`src/rtl/scan_decoder_pkg.sv`:
```
// ============================================================================
// scan_decoder_pkg : shared state encoding and mode constants
// Revision: 1.0
// ============================================================================
`default_nettype none

package scan_decoder_pkg;

  typedef enum logic [1:0] {
    IDLE   = 2'd0,
    DIRECT = 2'd1,
    SCAN   = 2'd2
  } state_t;

  localparam logic MODE_DIRECT = 1'b0;
  localparam logic MODE_SCAN   = 1'b1;

endpackage

`default_nettype wire

```
`src/rtl/scan_decoder_if.sv`:
```
// ============================================================================
// scan_decoder_if : select request/ready handshake bundle
// Revision: 1.0
// ============================================================================
`default_nettype none

interface scan_decoder_if #(
  parameter int SEL_W = 3
);
  logic             sel_valid;
  logic [SEL_W-1:0] sel;
  logic             sel_ready;

  modport master (output sel_valid, output sel, input sel_ready);
  modport slave  (input sel_valid, input sel, output sel_ready);
endinterface

`default_nettype wire

```
`src/rtl/scan_decoder_onehot_dec.sv`:
```
// ============================================================================
// onehot_dec : combinational index to one-hot decoder
// Revision: 1.0
// ============================================================================
`default_nettype none

module onehot_dec #(
  parameter int SEL_W = 3
) (
  input  wire logic [SEL_W-1:0]      idx_i,
  output logic      [2**SEL_W-1:0]   onehot_o
);

  for (genvar i = 0; i < 2**SEL_W; i++) begin : g_bit
    assign onehot_o[i] = (idx_i == SEL_W'(i));
  end

endmodule

`default_nettype wire

```
`src/rtl/scan_decoder.sv`:
```
// ============================================================================
// scan_decoder : registered one-hot decoder with direct and auto-scan modes
// Optional macro SCAN_DECODER_BLANK_EN adds a break-before-make blank cycle.
// Revision: 1.0
// ============================================================================
`default_nettype none

module scan_decoder
  import scan_decoder_pkg::*;
#(
  parameter int SEL_W      = 3,
  parameter int DWELL      = 4,
  parameter int ACTIVE_LOW = 0,
  localparam int OUT_W     = 2**SEL_W
) (
  input  wire logic             clk,
  input  wire logic             rst,
  input  wire logic             en_i,
  input  wire logic             mode_i,
  scan_decoder_if.slave         sel_if,
  output logic      [OUT_W-1:0] y_o,
  output logic                  y_valid_o,
  output logic      [SEL_W-1:0] scan_idx_o,
  output logic                  wrap_o
);

  localparam int                CNT_W   = $clog2(DWELL + 1);
  localparam logic [CNT_W-1:0]  C_LAST  = CNT_W'(DWELL - 1);
  localparam logic [OUT_W-1:0]  C_Y_OFF = (ACTIVE_LOW != 0) ? {OUT_W{1'b1}} : {OUT_W{1'b0}};

  state_t           state_q, state_d;
  logic [SEL_W-1:0] idx_q, idx_d;
  logic [CNT_W-1:0] cnt_q, cnt_d;
  logic [OUT_W-1:0] y_q, y_d, w_onehot;
  logic             valid_q, valid_d;
  logic             ready_q, ready_d;
  logic             wrap_q, wrap_d;
  logic             w_xfer;
`ifdef SCAN_DECODER_BLANK_EN
  logic             blank_q, blank_d;
  logic [SEL_W-1:0] pend_q, pend_d;
`endif

  assign w_xfer = (state_q == DIRECT) && ready_q && sel_if.sel_valid;

  always_comb begin
    state_d = state_q;
    idx_d   = idx_q;
    cnt_d   = cnt_q;
    valid_d = valid_q;
    wrap_d  = 1'b0;
`ifdef SCAN_DECODER_BLANK_EN
    blank_d = 1'b0;
    pend_d  = pend_q;
`endif
    case (state_q)
      IDLE: begin
        valid_d = 1'b0;
        if (en_i && mode_i == MODE_SCAN) begin
          state_d = SCAN;
          idx_d   = '0;
          cnt_d   = '0;
          valid_d = 1'b1;
        end else if (en_i) begin
          state_d = DIRECT;
        end
      end
      DIRECT: begin
        if (!en_i || mode_i != MODE_DIRECT) begin
          state_d = IDLE;
          valid_d = 1'b0;
`ifdef SCAN_DECODER_BLANK_EN
        end else if (blank_q) begin
          idx_d   = pend_q;
          valid_d = 1'b1;
        end else if (w_xfer && valid_q && sel_if.sel != idx_q) begin
          blank_d = 1'b1;
          pend_d  = sel_if.sel;
          valid_d = 1'b0;
`endif
        end else if (w_xfer) begin
          idx_d   = sel_if.sel;
          valid_d = 1'b1;
        end
      end
      SCAN: begin
        if (!en_i || mode_i != MODE_SCAN) begin
          state_d = IDLE;
          valid_d = 1'b0;
          cnt_d   = '0;
`ifdef SCAN_DECODER_BLANK_EN
        end else if (blank_q) begin
          idx_d   = idx_q + 1'b1;
          wrap_d  = (idx_q == {SEL_W{1'b1}});
          valid_d = 1'b1;
          cnt_d   = '0;
        end else if (cnt_q == C_LAST) begin
          blank_d = 1'b1;
          valid_d = 1'b0;
`else
        end else if (cnt_q == C_LAST) begin
          idx_d   = idx_q + 1'b1;
          wrap_d  = (idx_q == {SEL_W{1'b1}});
          cnt_d   = '0;
`endif
        end else begin
          cnt_d   = cnt_q + 1'b1;
        end
      end
      default: begin
        state_d = IDLE;
        valid_d = 1'b0;
      end
    endcase
`ifdef SCAN_DECODER_BLANK_EN
    ready_d = (state_d == DIRECT) && !blank_d;
`else
    ready_d = (state_d == DIRECT);
`endif
  end

  // The pattern register always reflects the next index, so holding is free.
  onehot_dec #(.SEL_W(SEL_W)) u_dec (
    .idx_i    (idx_d),
    .onehot_o (w_onehot)
  );

  assign y_d = valid_d ? (w_onehot ^ C_Y_OFF) : C_Y_OFF;

  always_ff @(posedge clk or posedge rst) begin
    if (rst) begin
      state_q <= IDLE;
      idx_q   <= '0;
      cnt_q   <= '0;
      y_q     <= C_Y_OFF;
      valid_q <= 1'b0;
      ready_q <= 1'b0;
      wrap_q  <= 1'b0;
    end else begin
      state_q <= state_d;
      idx_q   <= idx_d;
      cnt_q   <= cnt_d;
      y_q     <= y_d;
      valid_q <= valid_d;
      ready_q <= ready_d;
      wrap_q  <= wrap_d;
    end
  end

`ifdef SCAN_DECODER_BLANK_EN
  always_ff @(posedge clk or posedge rst) begin
    if (rst) begin
      blank_q <= 1'b0;
      pend_q  <= '0;
    end else begin
      blank_q <= blank_d;
      pend_q  <= pend_d;
    end
  end
`endif

  assign sel_if.sel_ready = ready_q;
  assign y_o              = y_q;
  assign y_valid_o        = valid_q;
  assign scan_idx_o       = idx_q;
  assign wrap_o           = wrap_q;

endmodule

`default_nettype wire

```
`src/flat_wrapper.sv`:
```
// flat-port wrapper written by rule: the top's interface ports become plain ports
module scan_decoder_flat import scan_decoder_pkg::*;
#(
  parameter int SEL_W      = 3,
  parameter int DWELL      = 4,
  parameter int ACTIVE_LOW = 0,
  localparam int OUT_W     = 2**SEL_W
)
  (clk, rst, en_i, mode_i, y_o, y_valid_o, scan_idx_o, wrap_o, sel_if_sel_valid, sel_if_sel, sel_if_sel_ready);
  scan_decoder_if #(.SEL_W(SEL_W)) sel_if_i ();
  input  wire logic clk;
  input  wire logic rst;
  input  wire logic en_i;
  input  wire logic mode_i;
  output logic      [OUT_W-1:0] y_o;
  output logic y_valid_o;
  output logic      [SEL_W-1:0] scan_idx_o;
  output logic wrap_o;
  input wire logic [$bits(sel_if_i.sel_valid)-1:0] sel_if_sel_valid;
  input wire logic [$bits(sel_if_i.sel)-1:0] sel_if_sel;
  output wire logic [$bits(sel_if_i.sel_ready)-1:0] sel_if_sel_ready;
  assign sel_if_i.sel_valid = sel_if_sel_valid;
  assign sel_if_i.sel = sel_if_sel;
  assign sel_if_sel_ready = sel_if_i.sel_ready;
  scan_decoder #(.SEL_W(SEL_W), .DWELL(DWELL), .ACTIVE_LOW(ACTIVE_LOW)) u_core (.clk(clk), .rst(rst), .en_i(en_i), .mode_i(mode_i), .sel_if(sel_if_i), .y_o(y_o), .y_valid_o(y_valid_o), .scan_idx_o(scan_idx_o), .wrap_o(wrap_o));
endmodule
```
`config.mk`:
```
export PLATFORM = sky130hd
export DESIGN_NAME = scan_decoder_flat
export DESIGN_NICKNAME = d
export VERILOG_FILES = /design/src/rtl/scan_decoder_pkg.sv /design/src/rtl/scan_decoder_if.sv /design/src/rtl/scan_decoder_onehot_dec.sv /design/src/rtl/scan_decoder.sv /design/src/flat_wrapper.sv
export SDC_FILE = /design/constraint.sdc
export NUM_CORES = 1
export LEC_CHECK = 0
export CORE_ASPECT_RATIO = 1.4
export CORE_MARGIN = 1
export CORE_UTILIZATION = 48
export DETAILED_ROUTE_END_ITERATION = 6
export PLACE_DENSITY = 0.77
export SYNTH_ARGS = -nofsm -noshare
export SYNTH_HDL_FRONTEND = slang
export SYNTH_SLANG_ARGS = --single-unit
```
`constraint.sdc`:
```
create_clock -name clk -period 1.9 [get_ports clk]
set_input_delay 0.38 -clock clk [delete_from_list [all_inputs] [get_ports clk]]
set_output_delay 0.38 -clock clk [all_outputs]
set_load 0.03 [all_outputs]
```
==> qor.csv, run 1 <==
metric,value,unit
yosysSeqAreaShare,50.5,%
path_cells,clkdlybuf4s50_1,
ys_warn_count,0,
drtIter0Drc,10,
htreeDepth,1,
grt_pass1_vias,708,
postLayoutSetupSlackWorst,0.102,ns
slowest_stage,clkdlybuf4s50_1,
outcome,completed,
required,1.52,ns
setup_viol,0,
pre_cts_slack,-0.150,ns
max_slew_margin,68.0,%
ys_types,30,
cts_made_buffers,3,
max_stage_delay,0.70,ns
critPathLaunchType,flop,
ys_top_cells_by_area,"dfrtp_1 50%, nor3_1 4.8%, ha_1 4.0%, a2bb2oi_2 3.2%, nand2b_4 2.9%",
skew,0.00498,ns
drive_gt1_share,28.4,%
yosys.area_share.simple,24.2,%
multiInputGateArea,423,um^2
synthMuxAreaShare,2.12,%
die-area,2150,um^2
internal_power,0.000547,W
fin_nets,121,
cts_hold_buf,0,
crit_family,buffers and inverters,
placement.io_buffers,21,
critPathBufInv,1,
period_needed,1.80,ns
yosysTopAreaCell,dfrtp_1,
grt_max_degree,20,
antenna_found_initial,0,
slew_violations,0,
rsz0062_at_grt,no,
power_density,589,nW/um^2
finalWeightedCongestion,0.801,
initial_core_util,52.3,%
drt-total-wl,1.93,mm
crit_cells,1,
timing.final.hold_violations,0,
synth_xor_xnor_area_share,0,%
finalHoldWorstSlack,0.391,ns
hold_path_class,input port to async pin,
synth_nets,88,
dp.final_hpwl,1.55,mm
ys_ff_latch,19,
clockBufferDepth,2,
critPathMaxFanout,4,
peakVddDrop,0.640,mV
num_rows,18,
core,1800,um^2
drv_cap,0,
vias_per_cell,5.40,
reg2reg_depth,5,
num_vias,697,
critPathKind,flop to output pin,
grt-ovfl-total,0,
synth_top_area_share,50.5,%
final_util,69.6,%
p_sw,0.000192,W
fmax,0.556,GHz
synthesis.instances,77,
dr.pass1.iters,4,
cts_root_buf,clkbuf_4,
ant_nets,0,
grt_use_total,20.9,%
cts_resized,0,
die_y,54.4,um
cts_tree,yes,
worstPathArrival,1.42,ns
grt_first_pass_wirelength,3.03,mm
insertion_delay,0.29,ns
wl_per_cell,14.9,um
fillers,147,
route.detailed.drc,0,
top_level_ports,22,
fin_crit_sh,94.7,%
synth-compound-area-share,14.6,%
cts.sinks,19,
endpoint_kind,output pin,
seqCellArea,475,um^2
clk_pin_slew_worst_paths,0.11,ns
p_seq_share,58.1,%
syn_area,942,um^2
fin_area,1250,um^2
worst_pin_slew,0.480,ns
synth_top_family_by_area,simple AND/OR/NAND/NOR gates,
clock_power_share,26.7,%
antenna_cells,0,
synth_adder_area_share,3.98,%
postCtsSetupRepairBufs,0,
post_synth.cell_area_avg,12.2,um^2
switching_share,25.9,%
leakagePower,0.606,nW
area_delta_synth_final,33.1,%
dpl-instance-area,1230,um^2
dieWidth,39.4,um
pwr-share-comb,15.2,%
cells by family after synthesis:
family,after synthesis
AOI/OAI and AO/OA,11
adders and majority gates,3
buffers and inverters,9
DFF,19
muxes,2
and+or+nand+nor,33
cells in the mapped netlist:
cell	number
inv_2	1
a21o_2	2
nor3b_4	1
o221a_2	1
nand2b_4	2
and3_2	3
inv_4	1
nor2_2	1
and3_1	1
a21boi_2	1
ha_1	3
nand3_1	3
o221ai_2	1
nor2b_1	1
a2bb2oi_2	2
nand4_1	1
inv_1	6
nand2b_1	2
o21a_1	1
nor3_1	9
nor2_1	1
dfrtp_1	19
nand4b_4	1
o32ai_4	1
o32ai_1	1
mux2i_1	2
buf_6	1
nor2_4	1
nand2_1	6
o41ai_1	1
through the flow:
| step | total power (W) | cells | setup TNS [ns] |
|---|---|---|---|
| floorplan | 0.000499 | 77 | 0 |
| global route | 0.000778 | 129 | 0 |
| CTS | 0.000751 | 129 | 0 |
| finish | 0.000738 | 129 | 0 |
| global placement | 0.000547 | 125 | -0.456 |
| detailed placement | 0.000550 | 125 | -0.730 |
placed cells by master (no fill, tap or decap), drive strengths merged:
cell,count
clkdlybuf4s50,21
dfrtp,19
nor3,9
buf,8
inv,8
nand2,6
and3,4
nand2b,4
nand3,3
ha,3
clkbuf,3
nor2,3
a2bb2oi,2
mux2i,2
a21o,2
o32ai,2
nor3b,1
nand4b,1
o221ai,1
nor2b,1
a21boi,1
o221a,1
o21a,1
o41ai,1
nand4,1
clkinv,1
routing by layer:
metal,GRT usage (%),wire [um]
met1,22.9,761
met2,39.1,1090
met3,3.66,68
met4,6.90,6
met5,0,0
flip-flops by register name, summed over array words and instances, names as in the netlist:
signal                   cells
u_core.sel_if.sel_ready      1
u_core.state_q               2
u_core.cnt_q                 3
u_core.y_valid_o             1
u_core.wrap_o                1
u_core.scan_idx_o            3
u_core.y_o                   8
power by group through the flow:
stage	logic, W	clock network (W)	registers, W
6_report	0.000112	0.000197	0.000429
5_1_grt	0.000121	0.000226	0.000431
4_1_cts	0.000113	0.000208	0.000429
3_5_place_dp	0.000113	0	0.000437
3_3_place_gp	0.000110	0	0.000437
2_1_floorplan	0.0000552	0	0.000444
layout make-up:
class                           instances  area share, %
Sequential cell                        19           37.9
Multi-Input combinational cell         49           33.7
Timing Repair Buffer                   29           21.6
Inverter                                8           2.59
Tap cell                               20           2.00
Clock buffer                            3           1.80
Clock inverter                          1          0.399
final timing paths:
| check | start | to | slack, ns |
|---|---|---|---|
| worst min-delay path | rst | u_core.scan_idx_o[2] | 0.39 |
| worst min register to register | u_core.cnt_q[0] | u_core.cnt_q[0] | 0.50 |
| worst max register to register | u_core.state_q[0] | u_core.y_o[4] | 0.11 |
| max in group asynchronous | rst | u_core.y_o[3] | 1.32 |
| min in group clk | u_core.cnt_q[0] | u_core.cnt_q[0] | 0.50 |
| worst max-delay path | u_core.scan_idx_o[1] | scan_idx_o[1] | 0.10 |
(Power assumes the default switching activity.)
==> run 2: changes to the inputs <==
ABC_AREA = 1   (was default)
==> run 2 against run 1 <==
  * Sequential power shrank 2%
  * Fmax fell by 3.0%
  * Cell area shrank 1.9%
  * Synthesized cell count up 26%
  * Combinational power shrank 13%
  * Clock-buffer cell count increased by 1
  * Largest power group unchanged
==> qor.csv, run 2 <==
metric,value,unit,change
slowest_stage,clkdlybuf4s50_1,,
route.detailed.drc,0,,unchanged
fillers,146,,-0.68%
post_synth.cell_area_avg,9.91,um^2,-19%
async_flop_share,100,%,unchanged
finalWeightedCongestion,0.745,,-7.0%
syn_area,961,um^2,+2.0%
path_cells,clkdlybuf4s50_1,,
synthesis.instances,97,,+26%
ys_top_cells_by_area,"dfrtp_1 49%, nand2_2 7.2%, nand2_1 5.9%, inv_1 4.7%, ha_1 3.9%",,
grt_use_total,20.8,%,-0.11 points
hold_path_class,input port to async pin,,
ys_ff_latch,19,,unchanged
yosysTopAreaCell,dfrtp_1,,
timing.final.hold_violations,0,,unchanged
skew,0.00175,ns,-0.00322 ns
dp.final_hpwl,1.48,mm,-4.7%
wl_per_cell,13.3,um,-11%
final.setup.tns,0,ns,unchanged
clk_pin_slew_worst_paths,0.10,ns,about the same
fmax,0.539,GHz,-3.0%
cts_resized,0,,unchanged
critPathBufInv,1,,unchanged
rsz0062_at_grt,no,,
clockBufferDepth,2,,unchanged
reg2reg_to,u_core.y_o[2],,
synth_ff_type,dfrtp_1,,
dpl-instance-area,1200,um^2,-1.8%
fin_crit_sh,97.6,%,+2.9 points
area_delta_synth_final,28.0,%,
core,1820,um^2,+1.2%
final_util,67.4,%,-2.2 points
num_rows,18,,unchanged
cts_made_buffers,3,,unchanged
required,1.52,ns,about the same
drv_cap,0,,unchanged
outcome,completed,,
endpoint_kind,output pin,,
drive_gt1_share,25.2,%,-3.2 points
vias_per_cell,5.06,,-6.3%
critPathMaxFanout,4,,unchanged
max_slew_margin,77.3,%,+9.2 points
reg2reg_depth,7,,+2
final_common_cell,clkdlybuf4s50_1,,
peakVddDrop,0.456,mV,-29%
ys_warn_count,0,,unchanged
die_y,54.9,um,+0.96%
fin_nets,135,,+12%
power_density,589,nW/um^2,about the same
ys_top_cells_by_count,"19 x dfrtp_1, 15 x nand2_1, 12 x inv_1",,
synth_edf_count,0,,unchanged
cts_hold_buf,0,,unchanged
grt-ovfl-total,0,,unchanged
drtIter0Drc,7,,-3
insertion_delay,0.29,ns,about the same
leakagePower,0.584,nW,-3.6%
yosysMostFrequentCell,dfrtp_1,,
dieWidth,39.8,um,+0.94%
cts_root_buf,clkbuf_4,,
final_cells,143,,+11%
crit_family,buffers and inverters,,
grt_pass1_vias,737,,+4.1%
critPathKind,flop to output pin,,
synth_top_area_share,49.5,%,-0.99 points
dr.pass1.iters,4,,unchanged
critPathLaunchType,flop,,
ys_types,22,,-27%
setup_viol,0,,unchanged
synth_nets,108,,+23%
final_cell_mix,"21 x clkdlybuf4s50_1, 19 x dfrtp_1, 15 x nand2_1",,
largest_reg_flops,8,,unchanged
max_stage_delay,0.71,ns,about the same
initial_core_util,52.7,%,+0.38 points
top_level_ports,22,,unchanged
htreeDepth,1,,unchanged
antenna_cells,0,,unchanged
antenna_found_initial,0,,unchanged
ff2ff_setup_slack,0.34,ns,+0.23 ns
cts_tree,yes,,
die-area,2190,um^2,+1.9%
fin_area,1230,um^2,-1.9%
period_needed,1.85,ns,+0.0559 ns
grt_max_degree,20,,unchanged
timing.rr.start,u_core.scan_idx_o[0],,
postCtsSetupRepairBufs,0,,unchanged
slew_violations,0,,unchanged
placement.io_buffers,21,,unchanged
worstPathArrival,1.47,ns,+0.05 ns
yosysSeqAreaShare,49.5,%,-0.99 points
num_vias,724,,+3.9%
worst_pin_slew,0.340,ns,-0.140 ns
dp_cells,139,,+11%
cts.sinks,19,,unchanged
grt_first_pass_wirelength,3.06,mm,+1.1%
drt-total-wl,1.90,mm,-1.5%
ant_nets,0,,unchanged
run 2: kinds of logic after synthesis:
logic type / share of synthesized area, %
muxes: 1.04
and+or+nand+nor: 34.5
AOI/OAI and AO/OA: 5.99
DFF: 49.5
buffers and inverters: 5.08
adders and majority gates: 3.91
run 2: report_power, final:
part / internal, W / switching (W)
Combinational: 0.0000400 / 0.0000579
Clock: 0.0000818 / 0.000122
Sequential: 0.000414 / 0.00000866
Total: 0.000535 / 0.000188
run 2: how the worst max path moves through the flow:
stage	start	endpoint	slack, ns	depth (start not counted)
after floorplan	u_core.scan_idx_o[0]	u_core.y_o[2]	0.36	7
after global placement	en_i	u_core.y_o[6]	0.08	8
after detailed placement	en_i	u_core.y_o[3]	0.006	9
after CTS	u_core.scan_idx_o[0]	scan_idx_o[0]	0.04	1
after global routing	u_core.scan_idx_o[0]	scan_idx_o[0]	0.02	1
final	u_core.scan_idx_o[0]	scan_idx_o[0]	0.05	1
run 2: area by class of cell:
type                       count  area (um^2)  share of cell area [%]
clock buffer                   4         26.3                    2.14
timing repair buffer          22          218                    17.7
sequential                    19          475                    38.7
tap                           20         25.0                    2.03
inverter                      13         48.8                    3.97
multi-input combinational     65          437                    35.5
run 2: metrics by stage:
step / hold slack, ns / setup WS, ns / total power (W)
finish: 0.384 / 0.0456 / 0.000724
detailed placement: 0.500 / 0.00637 / 0.000530
global route: 0.450 / 0.0248 / 0.000756
floorplan: 0.331 / 0.361 / 0.000491
CTS: 0.392 / 0.0431 / 0.000731
global placement: 0.471 / 0.0768 / 0.000527
run 2: per-layer routing:
metal	part of all wire [%]	vias to the layer above	global-route usage, %
li1	-	359	-
met1	41	350	22.5
met2	54	13	37.4
met3	4.3	2	5.20
met4	0.95	0	8.62
met5	0	-	0
run 2: worst register-to-register path: stages, from the launching register on:
cell,delay [ns]
dfrtp_1,0.46
ha_1,0.23
ha_1,0.27
nand3_1,0.08
nand2_1,0.08
inv_1,0.07
nand2_2,0.10
nor3_1,0.19
==> run 3: changes to the inputs <==
CORE_UTILIZATION = 35   (was 48)
PLACE_DENSITY = default   (was 0.77)
==> run 3 against run 2 <==
  * Core utilization decreased by 20 points
  * Via count decreased by 1.4%
  * Setup slack better by 0.037 ns
  * Power down 0.21%
  * Cell area is 1.7% higher
  * First-iteration DRC count shrank 43%
  * Sequential cell count is the same
  * Critical path depth stayed put
  * Non-clock buffer count unchanged
  * Sequential share of layout area fell by 0.66 points
  * Global-route usage down 6.5 points
  * Fmax grew 2.0%
  * Critical path type unchanged
  * Largest cell class unchanged
  * Highest routed layer unchanged
==> qor.csv, run 3 (same netlist as run 2, synthesis figures left out) <==
metric,value,unit,change
placement.io_buffers,21,,unchanged
final.setup.tns,0,ns,unchanged
rsz0062_at_grt,no,,
max_slew_margin,79.1,%,+1.8 points
antenna_cells,0,,unchanged
fin_crit_sh,95.6,%,-2.0 points
critPathBufInv,1,,unchanged
fillers,255,,+75%
grt-ovfl-total,0,,unchanged
top_level_ports,22,,unchanged
drt-total-wl,1.73,mm,-8.9%
required,1.52,ns,about the same
cp-startpoint,u_core.scan_idx_o[0],,
fmax,0.550,GHz,+2.0%
cts_made_buffers,3,,unchanged
peakVddDrop,0.282,mV,-38%
reg2reg_to,u_core.y_o[6],,
worstPathArrival,1.44,ns,-0.03 ns
grt_max_degree,20,,unchanged
endpoint_kind,output pin,,
crit_family,buffers and inverters,,
leakagePower,0.587,nW,+0.47%
timing.rr.start,u_core.scan_idx_o[0],,
ant_nets,0,,unchanged
dp.final_hpwl,1.43,mm,-3.5%
area_delta_synth_final,30.2,%,
clockBufferDepth,2,,unchanged
grt_first_pass_wirelength,3.02,mm,-1.3%
timing.final.hold_violations,0,,unchanged
drv_cap,0,,unchanged
path_cells,clkdlybuf4s50_1,,
setup_viol,0,,unchanged
grt_use_total,14.3,%,-6.5 points
critPathMaxFanout,4,,unchanged
finalWeightedCongestion,0.801,,+7.5%
antenna_found_initial,0,,unchanged
worst_pin_slew,0.313,ns,-0.0271 ns
drtIter0Drc,4,,-3
cts_resized,0,,unchanged
skew,0.000737,ns,-0.00102 ns
cts_tree,yes,,
final_cell_mix,"21 x clkdlybuf4s50_1, 19 x dfrtp_1, 15 x nand2_1",,
max_stage_delay,0.70,ns,about the same
drive_gt1_share,26.0,%,+0.81 points
num_vias,714,,-1.4%
wl_per_cell,10.9,um,-18%
slowest_stage,clkdlybuf4s50_1,,
vias_per_cell,4.49,,-11%
reg2reg_depth,6,,-1
postCtsSetupRepairBufs,0,,unchanged
critPathKind,flop to output pin,,
crit_cells,1,,unchanged
htreeDepth,1,,unchanged
initial_core_util,36.7,%,-16 points
die-area,2960,um^2,+35%
cts_hold_buf,0,,unchanged
die_y,64.0,um,+16%
cts_root_buf,clkbuf_4,,
grt_pass1_vias,729,,-1.1%
cts.sinks,19,,unchanged
period_needed,1.82,ns,-0.0372 ns
final_common_cell,clkdlybuf4s50_1,,
ff2ff_setup_slack,0.36,ns,+0.02 ns
critPathLaunchType,flop,,
core,2620,um^2,+43%
power_density,577,nW/um^2,-1.9%
fin_nets,135,,unchanged
hold_path_class,input port to async pin,,
dr.pass1.iters,4,,unchanged
largest_reg_flops,8,,unchanged
num_rows,22,,+4
insertion_delay,0.30,ns,about the same
finalHoldWorstSlack,0.383,ns,-0.000860 ns
cp-endpoint,scan_idx_o[0],,
outcome,completed,,
route.detailed.drc,0,,unchanged
clk_pin_slew_worst_paths,0.10,ns,about the same
slew_violations,0,,unchanged
dieWidth,46.3,um,+16%
-- run 3: final cells by class --
class | instances | area, um^2 | area share, %
flip-flops and latches | 19 | 475 | 38.0
multi-input cells | 65 | 437 | 34.9
repair buffers | 22 | 218 | 17.4
inverters | 13 | 48.8 | 3.90
well taps | 36 | 45.0 | 3.60
clock buffers | 3 | 22.5 | 1.80
clock inverters | 1 | 5.00 | 0.400
-- run 3: how the worst min path moves through the flow --
stage | from | endpoint | slack (ns) | cells past startpoint
after floorplan | rst | u_core.cnt_q[0] | 0.33 | 1
after global placement | u_core.cnt_q[0] | u_core.cnt_q[0] | 0.47 | 1
after detailed placement | u_core.cnt_q[0] | u_core.cnt_q[0] | 0.48 | 1
after CTS | rst | u_core.scan_idx_o[0] | 0.39 | 3
after global routing | rst | u_core.y_o[3] | 0.39 | 3
final | rst | u_core.y_o[3] | 0.38 | 3
-- run 3: power by group --
group	total [W]	switching (W)	leakage, nW	internal [W]
Sequential	0.000422	0.00000818	0.261	0.000414
Combinational	0.0000979	0.0000577	0.308	0.0000402
Clock	0.000203	0.000124	0.0177	0.0000785
Total	0.000722	0.000190	0.587	0.000532
-- run 3: metal layers --
metal	GRT usage, %	vias to the layer above	routed length [um]
li1	-	361	-
met4	7.72	0	38
met5	0	-	0
met1	14.3	332	650
met3	2.54	4	48
met2	26.1	17	990
-- run 3: stage by stage --
step / utilization, % / total power (W) / std cells / worst slack, ns / instance area (um^2)
floorplan: - / 0.000491 / 97 / 0.361 / 961
global placement: 46.8 / 0.000528 / 155 / 0.0615 / 1220
detailed placement: 46.8 / 0.000530 / 155 / 0.0381 / 1220
CTS: 47.8 / 0.000737 / 159 / 0.0579 / 1250
global route: 47.8 / 0.000763 / 159 / 0.00695 / 1250
finish: 47.8 / 0.000722 / 159 / 0.0828 / 1250
